`src/rtl/multi_game_ctrl_if.sv`:
```
// Signal bundle between the multi-player game controller and the sensor/display/save side.
// The controller takes the slave modport; the environment driving it takes the master modport.
interface multi_game_ctrl_if #(
  parameter int NUM_PLAYERS = 2,
  parameter int SCORE_W     = 8,
  parameter int TIME_W      = 7
);
  logic                           go;
  logic                           restart;
  logic                           sec_tick;
  logic [NUM_PLAYERS-1:0]         shot;
  logic                           done_save;
  logic [2:0]                     state;
  logic                           playing;
  logic                           ld_save;
  logic [NUM_PLAYERS*SCORE_W-1:0] scores;
  logic [TIME_W-1:0]              time_left;
  logic [2:0]                     winner;
  logic                           tie;
  logic [NUM_PLAYERS-1:0]         score_evt;

  modport master (
    output go, restart, sec_tick, shot, done_save,
    input  state, playing, ld_save, scores, time_left, winner, tie, score_evt
  );

  modport slave (
    input  go, restart, sec_tick, shot, done_save,
    output state, playing, ld_save, scores, time_left, winner, tie, score_evt
  );
endinterface

```
`src/rtl/multi_game_ctrl.sv`:
```
// Timed multi-player hoop game controller: per-player edge detect, cooldown and saturating score.
// Optional macro MULTI_GAME_BONUS_EN: shots counted while time_left<=10 score 2 instead of 1.
module multi_game_ctrl #(
  parameter int NUM_PLAYERS  = 2,
  parameter int SCORE_W      = 8,
  parameter int TIME_W       = 7,
  parameter int GAME_SECS    = 60,
  parameter int COOLDOWN_CYC = 16
) (
  input  logic             clk,
  input  logic             resetn,
  multi_game_ctrl_if.slave bus
);
  localparam int CD_W = $clog2(COOLDOWN_CYC + 1);

  localparam logic [2:0] IDLE = 3'd0;
  localparam logic [2:0] ARM  = 3'd1;
  localparam logic [2:0] PLAY = 3'd2;
  localparam logic [2:0] SAVE = 3'd3;

  logic [2:0]             state_q, state_d;
  logic [TIME_W-1:0]      time_q, time_d;
  logic [SCORE_W-1:0]     score_q [NUM_PLAYERS];
  logic [SCORE_W-1:0]     score_d [NUM_PLAYERS];
  logic [CD_W-1:0]        cd_q    [NUM_PLAYERS];
  logic [CD_W-1:0]        cd_d    [NUM_PLAYERS];
  logic [NUM_PLAYERS-1:0] shot_q, evt_q, evt_d, shot_edge;
  logic [2:0]             win_q, win_d;
  logic                   tie_q, tie_d;
  logic                   restart_take, clr, in_play;
  logic [1:0]             inc;
  logic [SCORE_W-1:0]     best;

  function automatic logic [SCORE_W-1:0] sat_add(input logic [SCORE_W-1:0] a,
                                                 input logic [1:0]         b);
    logic [SCORE_W:0] sum;
    sum = {1'b0, a} + (SCORE_W+1)'(b);
    return sum[SCORE_W] ? {SCORE_W{1'b1}} : sum[SCORE_W-1:0];
  endfunction

  assign restart_take = bus.restart && (state_q == ARM || state_q == PLAY || state_q == SAVE);
  assign clr          = (state_d == IDLE) || restart_take;
  assign in_play      = (state_q == PLAY);
  assign shot_edge    = bus.shot & ~shot_q;

`ifdef MULTI_GAME_BONUS_EN
  assign inc = (time_q <= TIME_W'(10)) ? 2'd2 : 2'd1;
`else
  assign inc = 2'd1;
`endif

  always_ff @(posedge clk or negedge resetn) begin
    if (!resetn) state_q <= IDLE;
    else         state_q <= state_d;
  end

  // restart outranks every other exit; unused codes fall back to IDLE
  always_comb begin
    state_d = state_q;
    case (state_q)
      IDLE:    if (bus.go) state_d = ARM;
      ARM:     if (bus.restart || !bus.go) state_d = PLAY;
      PLAY:    if (bus.restart) state_d = PLAY;
               else if (bus.sec_tick && time_q == TIME_W'(1)) state_d = SAVE;
      SAVE:    if (bus.restart) state_d = PLAY;
               else if (bus.done_save) state_d = IDLE;
      default: state_d = IDLE;
    endcase
  end

  always_comb begin
    bus.state     = state_q;
    bus.playing   = (state_q == PLAY);
    bus.ld_save   = (state_q == SAVE);
    bus.time_left = time_q;
    bus.winner    = win_q;
    bus.tie       = tie_q;
    bus.score_evt = evt_q;
    bus.scores    = '0;
    for (int i = 0; i < NUM_PLAYERS; i++) bus.scores[i*SCORE_W +: SCORE_W] = score_q[i];
  end

  always_comb begin
    time_d = time_q;
    if (clr) time_d = TIME_W'(GAME_SECS);
    else if (in_play && bus.sec_tick && time_q != '0) time_d = time_q - TIME_W'(1);
  end

  // Cooldown keeps running in every state so a player is never stuck mid-count.
  always_comb begin
    evt_d = '0;
    for (int i = 0; i < NUM_PLAYERS; i++) begin
      score_d[i] = score_q[i];
      cd_d[i]    = (cd_q[i] != '0) ? cd_q[i] - CD_W'(1) : cd_q[i];
      if (clr) begin
        score_d[i] = '0;
        cd_d[i]    = '0;
      end else if (in_play && shot_edge[i] && cd_q[i] == '0) begin
        evt_d[i]   = 1'b1;
        score_d[i] = sat_add(score_q[i], inc);
        cd_d[i]    = CD_W'(COOLDOWN_CYC);
      end
    end
  end

  // Strict > keeps the lowest index on ties.
  always_comb begin
    best  = score_q[0];
    win_d = '0;
    tie_d = 1'b0;
    for (int i = 1; i < NUM_PLAYERS; i++) begin
      if (score_q[i] > best) begin
        best  = score_q[i];
        win_d = 3'(i);
        tie_d = 1'b0;
      end else if (score_q[i] == best) begin
        tie_d = 1'b1;
      end
    end
  end

  always_ff @(posedge clk or negedge resetn) begin
    if (!resetn) begin
      time_q <= TIME_W'(GAME_SECS);
      shot_q <= '0;
      evt_q  <= '0;
      win_q  <= '0;
      tie_q  <= 1'b0;
      for (int i = 0; i < NUM_PLAYERS; i++) begin
        score_q[i] <= '0;
        cd_q[i]    <= '0;
      end
    end else begin
      time_q <= time_d;
      shot_q <= bus.shot;
      evt_q  <= evt_d;
      win_q  <= win_d;
      tie_q  <= tie_d;
      for (int i = 0; i < NUM_PLAYERS; i++) begin
        score_q[i] <= score_d[i];
        cd_q[i]    <= cd_d[i];
      end
    end
  end
endmodule

```
`src/flat_wrapper.sv`:
```
// flat-port wrapper written by rule: the top's interface ports become plain ports
module multi_game_ctrl_flat 
#(
  parameter int NUM_PLAYERS  = 2,
  parameter int SCORE_W      = 8,
  parameter int TIME_W       = 7,
  parameter int GAME_SECS    = 60,
  parameter int COOLDOWN_CYC = 16
)
  (clk, resetn, bus_go, bus_restart, bus_sec_tick, bus_shot, bus_done_save, bus_state, bus_playing, bus_ld_save, bus_scores, bus_time_left, bus_winner, bus_tie, bus_score_evt);
  multi_game_ctrl_if #(.NUM_PLAYERS(NUM_PLAYERS), .SCORE_W(SCORE_W), .TIME_W(TIME_W)) bus_i ();
  input  logic clk;
  input  logic resetn;
  input wire logic [$bits(bus_i.go)-1:0] bus_go;
  input wire logic [$bits(bus_i.restart)-1:0] bus_restart;
  input wire logic [$bits(bus_i.sec_tick)-1:0] bus_sec_tick;
  input wire logic [$bits(bus_i.shot)-1:0] bus_shot;
  input wire logic [$bits(bus_i.done_save)-1:0] bus_done_save;
  output wire logic [$bits(bus_i.state)-1:0] bus_state;
  output wire logic [$bits(bus_i.playing)-1:0] bus_playing;
  output wire logic [$bits(bus_i.ld_save)-1:0] bus_ld_save;
  output wire logic [$bits(bus_i.scores)-1:0] bus_scores;
  output wire logic [$bits(bus_i.time_left)-1:0] bus_time_left;
  output wire logic [$bits(bus_i.winner)-1:0] bus_winner;
  output wire logic [$bits(bus_i.tie)-1:0] bus_tie;
  output wire logic [$bits(bus_i.score_evt)-1:0] bus_score_evt;
  assign bus_i.go = bus_go;
  assign bus_i.restart = bus_restart;
  assign bus_i.sec_tick = bus_sec_tick;
  assign bus_i.shot = bus_shot;
  assign bus_i.done_save = bus_done_save;
  assign bus_state = bus_i.state;
  assign bus_playing = bus_i.playing;
  assign bus_ld_save = bus_i.ld_save;
  assign bus_scores = bus_i.scores;
  assign bus_time_left = bus_i.time_left;
  assign bus_winner = bus_i.winner;
  assign bus_tie = bus_i.tie;
  assign bus_score_evt = bus_i.score_evt;
  multi_game_ctrl #(.NUM_PLAYERS(NUM_PLAYERS), .SCORE_W(SCORE_W), .TIME_W(TIME_W), .GAME_SECS(GAME_SECS), .COOLDOWN_CYC(COOLDOWN_CYC)) u_core (.clk(clk), .resetn(resetn), .bus(bus_i));
endmodule
```
`config.mk`:
```
export PLATFORM = sky130hd
export DESIGN_NAME = multi_game_ctrl_flat
export DESIGN_NICKNAME = d
export VERILOG_FILES = /design/src/rtl/multi_game_ctrl_if.sv /design/src/rtl/multi_game_ctrl.sv /design/src/flat_wrapper.sv
export SDC_FILE = /design/constraint.sdc
export NUM_CORES = 1
export LEC_CHECK = 0
export ABC_AREA = 1
export CORE_ASPECT_RATIO = 2
export CORE_MARGIN = 2
export CORE_UTILIZATION = 50
export CTS_CLUSTER_DIAMETER = 200
export CTS_CLUSTER_SIZE = 30
export DETAILED_ROUTE_END_ITERATION = 10
export PLACE_DENSITY_LB_ADDON = 0.12
export SETUP_SLACK_MARGIN = 0.2
export SLEW_MARGIN = 20
export SYNTH_ARGS = -nofsm -noshare
export SYNTH_HDL_FRONTEND = slang
export SYNTH_SLANG_ARGS = --single-unit
```
`constraint.sdc`:
```
create_clock -name clk -period 2 [get_ports clk]
set_input_delay 0.4 -clock clk [delete_from_list [all_inputs] [get_ports clk]]
set_output_delay 0.4 -clock clk [all_outputs]
set_load 0.02 [all_outputs]
```
Word level (Yosys, flattened, before mapping)
Index checks and enable logic that the tools add are counted.
{ "classes": {"n_bitwise": 2, "magnitude_cmp": 1, "add_sub_neg": 5, "n_reduce_logical": 25, "mux": 28, "eq_ne": 5} }
{ "op_table": {"columns": ["op", "n"], "rows": [
  ["two-way mux 8 bit", 6],
  ["two-way mux 5 bit", 6],
  ["adder 8 x 1 -> 9 bit (second input constant)", 2],
  ["two-way mux 3 bit", 6],
  ["two-way mux 7 bit", 2],
  ["one-hot mux 3 bit (4 select lines)", 1],
  ["zero test 5 bit", 2],
  ["nonzero test 5 bit", 2],
  ["subtractor 5 x 1 -> 5 bit (second input constant)", 2],
  ["== test 8 bit", 1],
  ["greater-than comparator 8 bit", 1],
  ["logical AND 1 bit", 8],
  ["== test 7 x 1 -> 1 bit (second input constant)", 1],
  ["two-way mux 1 bit", 7],
  ["nonzero test 7 bit", 1],
  ["subtractor 7 x 1 -> 7 bit (second input constant)", 1],
  ["== test 3 x 2 -> 1 bit (second input constant)", 2],
  ["zero test 3 bit", 2],
  ["nonzero test 2 bit", 3],
  ["nonzero test 3 bit", 2],
  ["logical OR 1 bit", 4],
  ["== test 3 x 1 -> 1 bit (second input constant)", 1],
  ["bitwise AND 2 bit", 1],
  ["inverter 2 bit", 1],
  ["zero test 1 bit", 1]
]} }
{ "word_totals": {"input_bits": 8, "ff_bits": 42} }

Logic depth before layout (Yosys ltp)
Gate-level depths: netlist of the first run.
{ "depth": {"ltp_word": 8, "depth_mapped": 11} }

Least setup slack after synthesis of the first run
OpenSTA, ideal clock, no wires.
{ "synth_path": {"path_type": "flip-flop to flip-flop", "start": "register u_core.state_q[0] (netlist: u_core.bus.state[0])", "end": "register u_core.score_q (netlist bit u_core.bus.scores[12])", "required_ps": 1934, "stages_incl_launch_ff": 10, "setup_ps": 66, "slack_ps": 404, "arrival_ps": 1531, "path_cell_list": "dfrtp_1 -> inv_2 -> nor2_2 -> nand2_1 -> nand2_1 -> nand2_1 -> nand3_4 -> buf_6 -> nand4_1 -> nand2_1"} }
{ "synth_via": {"word_cells_on_any_way": 20, "cone_classes": "eq/ne: 3; mux: 8; reduce/logical: 9"} }
{ "synth_lines": {"columns": ["element", "line", "rtl"], "rows": [
  ["from (decl)", "multi_game_ctrl.sv:21", "logic [2:0] state_q, state_d;"],
  ["from (signal assigned)", "multi_game_ctrl.sv:54", "else state_q <= state_d;"],
  ["== test 3 x 2 -> 1 bit *", null, null],
  ["net bus_ld_save", "flat_wrapper.sv:21", "output wire logic [$bits(bus_i.ld_save)-1:0] bus_ld_save;"],
  ["one-hot mux 3 bit (4 select lines) or logical OR 1 bit (tied branches)", "multi_game_ctrl.sv:60, multi_game_ctrl.sv:41", null],
  ["zero test 3 bit or logical AND 1 bit (tied branches)", "multi_game_ctrl.sv:42, multi_game_ctrl.sv:41", null],
  ["logical OR 1 bit *", "multi_game_ctrl.sv:42", "assign clr = (state_d == IDLE) || restart_take;"],
  ["two-way mux 8 bit or nonzero test 2 bit (tied branches)", null, null],
  ["to (signal, indexed assignment)", "multi_game_ctrl.sv:140", "score_q[i] <= score_d[i];"],
  ["to (decl)", "multi_game_ctrl.sv:23", "logic [SCORE_W-1:0] score_q [NUM_PLAYERS];"]
]} }
Mark *: on every way through the listed nets, which the timed path passes. The rest lies on a longest branch.
A chain may end at the register's enable or synchronous reset.

Worst setup path after layout of the first run
{ "layout_path": {"start": "register u_core.time_q[0] (netlist: u_core.bus.time_left[0])", "end": "output bus_time_left[0]"} }
{ "layout_lines": {"columns": ["element", "line", "rtl"], "rows": [
  ["from (decl)", "multi_game_ctrl.sv:22", "logic [TIME_W-1:0] time_q, time_d;"],
  ["from (signal assigned)", "multi_game_ctrl.sv:124", "time_q <= TIME_W'(GAME_SECS);"],
  ["from (signal assigned)", "multi_game_ctrl.sv:134", "time_q <= time_d;"],
  ["to (decl)", "flat_wrapper.sv:23", "output wire logic [$bits(bus_i.time_left)-1:0] bus_time_left;"]
]} }
No word-level cell between the ends.

==> reports/qor.csv, run 1 <==
stage;metric;value;unit
pwr;power.internal;0.00157;W
sta;rsz0062_at_grt;true;
global_routing;grt_pass1_wl;10500;um
synthesis;synth-seq-cells;42;
setup_path;cpMaxStageDelayCell;clkdlybuf4s50_1;
sta;fin_worst_skew;8.97;ps
clocking;cts_tree;built;
floorplan;core;5140;um2
cells_and_area;syn2layout_area_growth;22.1;%
setup_path;endpoint_kind;primary output;
clocking;cts-root-buf;clkbuf_8;
setup_path;cpPeakStageDelay;620;ps
pwr;power.total;0.00246;W
place;dp_cells;428;
routing;num_vias;2389;
sta;fmax;578;MHz
floorplan;dieHeight;107;um
run_status;status;complete, no violations;
place;hpwl;4440;um
pwr;clock_power_share;27.6;%
clocking;clockBufferDepth;2;
synthesis;synthDistinctLibCells;35;
clocking;clock-sinks;42;
worst_hold_path;hold_path.class;in -> async;
clocking;numCtsBuffers;5;
clocking;htree_levels;2;
floorplan;std_cell_rows;37;
sta;hold_viol_final;0;
synthesis;synth_cells;333;
global_routing;gr-total-overflow;0;
sta;fin_tns_setup;0;ps
synthesis;syn_avg_cell_area;7.96;um2
routing;wirelength;5970;um
cells_and_area;postLayoutCellArea;3240;um2
synthesis;synthTopCellsByArea;dfrtp_1 (36%), nand4_1 (11%), nand2_1 (8.8%), ha_1 (7.1%), inv_1 (6.9%);
place;place_congestion;0.812;
routing;drtIter0Drc;55;
floorplan;fp.dieW;55.5;um
cells_and_area;finalNonFillerCells;438;
setup_path;path_class;reg -> out;
synthesis;yosysSeqAreaShare;39.8;%
setup_path;crit_family;buffers and inverters;
setup_path;critPathMaxFanout;4;
global_routing;grt_pass1_vias;2325;
routing;wl_per_cell;13.6;um
routing;drtAntennaViolNets;0;
synthesis;syn-cell-area;2650;um2
setup_path;cp.arrival;1330;ps
synthesis;yosysTopAreaCell;dfrtp_1;
routing;via_per_inst;5.45;
pwr;powerDensity;761;nW/um2
routing;drt_first_pass_iters;4;
synthesis;yosys_warnings;0;
pwr;p_seq_share;39.9;%
floorplan;die_area;5930;um2
cells_and_area;diodes;0;
clocking;clk_pin_slew;90;ps
sta;slew_violations;0;
sta;maxSlewHeadroom;64.0;%
clocking;ctsHoldBuffers;0;
floorplan;start_util;51.6;%
job;drv_cap;0;
pwr;comb_power_share;32.5;%
place;post_dp_cell_area;3090;um2
sta;worst_slew_pin_slew;540;ps
global_routing;antenna_found_initial;0;
cells_and_area;fillCellCount;482;
sta;post-route-period-util;86.5;%
sta;finalSetupViolCount;0;
setup_path;critPathBufInv;1;
floorplan;pin_count;42;
cells_and_area;fin_util;63.0;%
setup_path;worstSetupStartpointType;flip-flop;
routing;drc;0;
cells_and_area;drive_gt1_share;12.9;%
pwr;irDropWorstVdd;0.685;mV
pwr;leakage;1.79;nW
sta;period_needed;1730;ps
pwr;switching_share;36.2;%
global_routing;track_usage;22.0;%
setup_path;cp.required;1600;ps
cells_and_area;nNetsFinal;402;
setup_path;path_cells;clkdlybuf4s50_1;
cells_and_area;mostFrequentLayoutCells;nand2_1 (62), inv_1 (47), nand4_1 (47);
synthesis;synth_top_area_share;35.9;%
cells_and_area;layout_commonest_cell;nand2_1;
clocking;clock_latency;300;ps
pwr;netSwitchingPower;0.000891;W
global_routing;grt_max_degree;43;
place;port_buffers;39;
[power by group through the flow]
stage / Clock, W / Combinational (W) / Sequential (W)
final: 0.000680 / 0.000801 / 0.000984
after global routing: 0.000726 / 0.000892 / 0.000995
after CTS: 0.000702 / 0.000779 / 0.000985
after detailed placement: 0 / 0.000762 / 0.00100
after global placement: 0 / 0.000754 / 0.00100
after floorplan: 0 / 0.000580 / 0.000996
[cell type report]
| class | instances | area (um2) | area share (%) |
|---|---|---|---|
| clock inverter | 2 | 37.5 | 1.16 |
| clock buffer | 6 | 72.6 | 2.24 |
| tap | 58 | 72.6 | 2.24 |
| timing repair buffer | 47 | 453 | 14.0 |
| sequential | 42 | 1060 | 32.7 |
| multi-input combinational | 229 | 1340 | 41.4 |
| inverter | 54 | 203 | 6.26 |
[flip-flops by register name, summed over array words and instances, names as in the netlist]
name / flops
u_core.bus.state: 3
u_core.bus.winner: 1
u_core.bus.score_evt: 2
u_core.bus.scores: 16
u_core.shot_q: 2
u_core.cd_q: 10
u_core.bus.tie: 1
u_core.bus.time_left: 7
[layer usage]
metal / part of all wire (%) / global-route usage, %
met5: 0 / 0
met4: 2.0 / 8.36
met3: 2.6 / 3.50
met2: 58 / 42.5
met1: 38 / 23.1
[logic make-up (layout without fill, tap and decap cells)]
family          after synthesis  in the layout  synth area share [%]
flops                        42             42                  39.8
buf+inv                      64            109                  10.8
fa+ha+maj                    15             15                  7.08
compound gates               22             22                  4.63
xor+xnor                      6              6                  1.98
simple gates                183            183                  35.6
other cells                   1              3                 0.142
[worst paths after layout]
path,startpoint,to,slack (ps),cells after the start
max in group asynchronous,resetn,u_core.bus.state[0],1450,2
max,u_core.bus.time_left[0],bus_time_left[0],270,1
max reg2reg,u_core.bus.state[2],u_core.cd_q[3],370,10
min in group clk,u_core.bus.time_left[4],u_core.bus.time_left[4],510,2
min,resetn,u_core.bus.scores[10],150,2
min reg2reg,u_core.bus.time_left[4],u_core.bus.time_left[4],510,2
[Yosys cell counts, drive strengths merged]
master  number
nor3         7
xnor2        4
nor2        33
a211oi       1
a31oi        1
ha          15
dfrtp       38
conb         1
inv         53
nand2       66
o211a        1
dfstp        4
clkbuf       1
or2          1
nand3       26
a21oi        9
nand4       47
xor2         2
clkinv       1
buf          9
nor3b        1
nand3b       2
o21ai       10
[timing repair]
action                                  4_1_cts  5_1_grt
endpoints found under the setup margin       24       35
setup buffers                                 0        2
gates resized for setup                      18       17
cloned                                        0        0
[metrics by stage]
stage	worst slack [ps]	hold WS, ps
finish	270	154
global route	187	212
CTS	156	181
detailed placement	63.6	500
global placement	121	491
floorplan	404	104
Note: power is estimated with default switching activity, not from simulation.
==> run 2: changes to the inputs <==
--- a/config.mk
+++ b/config.mk
@@ -12,6 +12,7 @@
 export CTS_CLUSTER_DIAMETER = 200
 export CTS_CLUSTER_SIZE = 30
 export DETAILED_ROUTE_END_ITERATION = 10
+export HOLD_SLACK_MARGIN = 0.08
 export PLACE_DENSITY_LB_ADDON = 0.12
 export SETUP_SLACK_MARGIN = 0.2
 export SLEW_MARGIN = 20
==> results of run 2 <==
Final layout, timing and power as in run 1 (identical DEF).
==> run 3: changes to the inputs <==
--- a/config.mk
+++ b/config.mk
@@ -9,6 +9,7 @@
 export CORE_ASPECT_RATIO = 2
 export CORE_MARGIN = 2
 export CORE_UTILIZATION = 50
+export CTS_BUF_LIST = sky130_fd_sc_hd__clkbuf_2 sky130_fd_sc_hd__clkbuf_4 sky130_fd_sc_hd__clkbuf_8
 export CTS_CLUSTER_DIAMETER = 200
 export CTS_CLUSTER_SIZE = 30
 export DETAILED_ROUTE_END_ITERATION = 10
==> constraint.sdc (replaced) <==
create_clock -name clk -period 1.6 [get_ports clk]
set_input_delay 0.32 -clock clk [delete_from_list [all_inputs] [get_ports clk]]
set_output_delay 0.32 -clock clk [all_outputs]
set_load 0.02 [all_outputs]
==> run 3 against run 2 <==
Compared with the run above: clock skew is essentially flat; combinational power increased by 84%; sequential share of layout area decreased by 6.0 points; the flow now finishes with violations (negative setup slack); hold slack better by 330 ps; register-to-register slack got worse by 520 ps; utilization up 15 points; largest cell class unchanged; via count grew 15%; critical path depth is 11 higher.
==> reports/qor.csv, run 3 (synthesis results as in run 1) <==
stage;metric;value;unit
place;post_dp_cell_area;3380;um2
sta;hold_viol_final;0;
setup_path;worstSetupStartpointType;flip-flop;
clocking;clk_pin_slew;80;ps
routing;drtIter0Drc;88;
cells_and_area;largest_register_ffs;16;
routing;wirelength;7690;um
routing;drt_first_pass_iters;4;
routing;via_per_inst;5.62;
routing;drc;0;
cells_and_area;diodes;0;
worst_hold_path;hold_depth;1;
worst_hold_path;min_from;bus_shot[1];
sta;fin_tns_setup;-1820;ps
cells_and_area;postLayoutCellArea;4010;um2
clocking;clock_latency;310;ps
place;dp_cells;452;
sta;fin_worst_skew;8.70;ps
floorplan;start_util;51.6;%
sta;fmax;573;MHz
setup_path;rr_startpoint;u_core.bus.time_left[1];
floorplan;core;5140;um2
setup_path;rrSetupSlack;-150;ps
pwr;leakage;2.01;nW
floorplan;die_area;5930;um2
setup_path;path_class;reg -> reg;
setup_path;critPathMaxFanout;8;
floorplan;pin_count;42;
sta;finalSetupViolCount;34;
run_status;status;finished with violations;
clocking;htree_levels;2;
setup_path;rr_worst_depth;12;
worst_hold_path;whs_endpoint;u_core.shot_q[1];
global_routing;grt_pass1_wl;12300;um
worst_hold_path;hold_path.class;in -> reg;
sta;rsz0062_at_grt;true;
pwr;irDropWorstVdd;0.853;mV
clocking;cts_tree;built;
place;place_congestion;0.807;
run_status;violations;negative setup slack;
pwr;power.total;0.00344;W
place;port_buffers;39;
routing;wl_per_cell;15.7;um
cells_and_area;finalNonFillerCells;489;
global_routing;track_usage;26.5;%
sta;slew_violations;0;
cells_and_area;syn2layout_area_growth;51.2;%
clocking;cts-root-buf;clkbuf_8;
sta;period_needed;1750;ps
cells_and_area;mostFrequentLayoutCells;nand2_1 (55), nand4_1 (47), inv_1 (45);
routing;drtAntennaViolNets;0;
clocking;numCtsBuffers;5;
cells_and_area;nNetsFinal;453;
sta;setup_ws;-146;ps
clocking;clockBufferDepth;2;
setup_path;regToRegEndpoint;u_core.cd_q[0];
clocking;clock-sinks;42;
sta;post-route-period-util;109;%
routing;num_vias;2746;
pwr;powerDensity;859;nW/um2
floorplan;fp.dieW;55.5;um
job;drv_cap;0;
global_routing;grt_max_degree;43;
place;hpwl;4610;um
cells_and_area;layout_commonest_cell;nand2_1;
floorplan;std_cell_rows;37;
global_routing;gr-total-overflow;0;
setup_path;cp.arrival;2000;ps
global_routing;antenna_found_initial;0;
setup_path;cp.required;1850;ps
floorplan;dieHeight;107;um
cells_and_area;drive_gt1_share;38.3;%
setup_path;endpoint_kind;flip-flop;
global_routing;grt_pass1_vias;2725;
## run 3: cell count changes in the layout (fill, tap and decap cells not counted), moves of 8 or more
cell             change
buf_12               +8
buf_2                +9
dfrtp_2              +9
buf_6               +14
dfrtp_1              -9
buf_4               +26
clkdlybuf4s50_1      -9
nor2_1              -11
## run 3: worst max path at each step
| stage | cells past startpoint | slack (ps) | from | to |
|---|---|---|---|---|
| 2_1_floorplan | 8 | 90 | u_core.bus.state[2] | u_core.bus.scores[4] |
| 3_3_place_gp | 7 | -150 | bus_go | u_core.bus.scores[9] |
| 3_5_place_dp | 7 | -170 | bus_go | u_core.bus.scores[0] |
| 4_1_cts | 11 | -50 | u_core.bus.state[0] | u_core.cd_q[1] |
| 5_1_grt | 12 | -230 | u_core.bus.time_left[1] | u_core.cd_q[0] |
| 6_report | 12 | -150 | u_core.bus.time_left[1] | u_core.cd_q[0] |
## run 3: where the power goes
group,internal (W),switching [W]
combinational,0.000672,0.000794
sequential,0.00115,0.0000737
clock,0.000366,0.000389
## run 3: area by class of cell
type / instances / area, um2
multi-input combinational: 230 / 1550
fill: 344 / 1130
sequential: 42 / 1070
timing repair buffer: 97 / 1000
inverter: 54 / 214
clock buffer: 7 / 90.1
tap: 58 / 72.6
clock inverter: 1 / 5.00
## run 3: stage by stage
| step | setup WS [ps] | hold slack (ps) | util (%) |
|---|---|---|---|
| after floorplan | 91.9 | 24.4 | - |
| after global placement | -148 | 316 | 65.8 |
| after detailed placement | -174 | 316 | 65.8 |
| after CTS | -46.5 | 474 | 74.4 |
| after global routing | -227 | 496 | 78.0 |
| final | -146 | 482 | 78.0 |
## run 3: critical path, stage by stage (launching register included)
cell,delay (ps)
dfrtp_2,410
inv_2,60
ha_2,170
nand2_2,60
nor2_2,130
nand3_4,80
nand2_2,80
nand2_2,80
nand3_4,120
buf_12,150
buf_12,120
nand4_1,110
nand2_1,110
## run 3: layer usage
metal  global-route usage (%)  vias up  wire (um)
li1                         -     1311          -
met5                        0        -          0
met3                     4.22       21        240
met2                     49.2       73       4460
met1                     27.9     1341       2750
met4                     14.1        0        245
## run 3: what timing repair did
item	4_1_cts	5_1_grt
gates cloned	4	1
pin swaps	10	18
gates resized for setup	128	34
hold buffers	1	0
endpoints found under the setup margin	68	46
buffers inserted	17	6
hold endpoints to repair	38	0
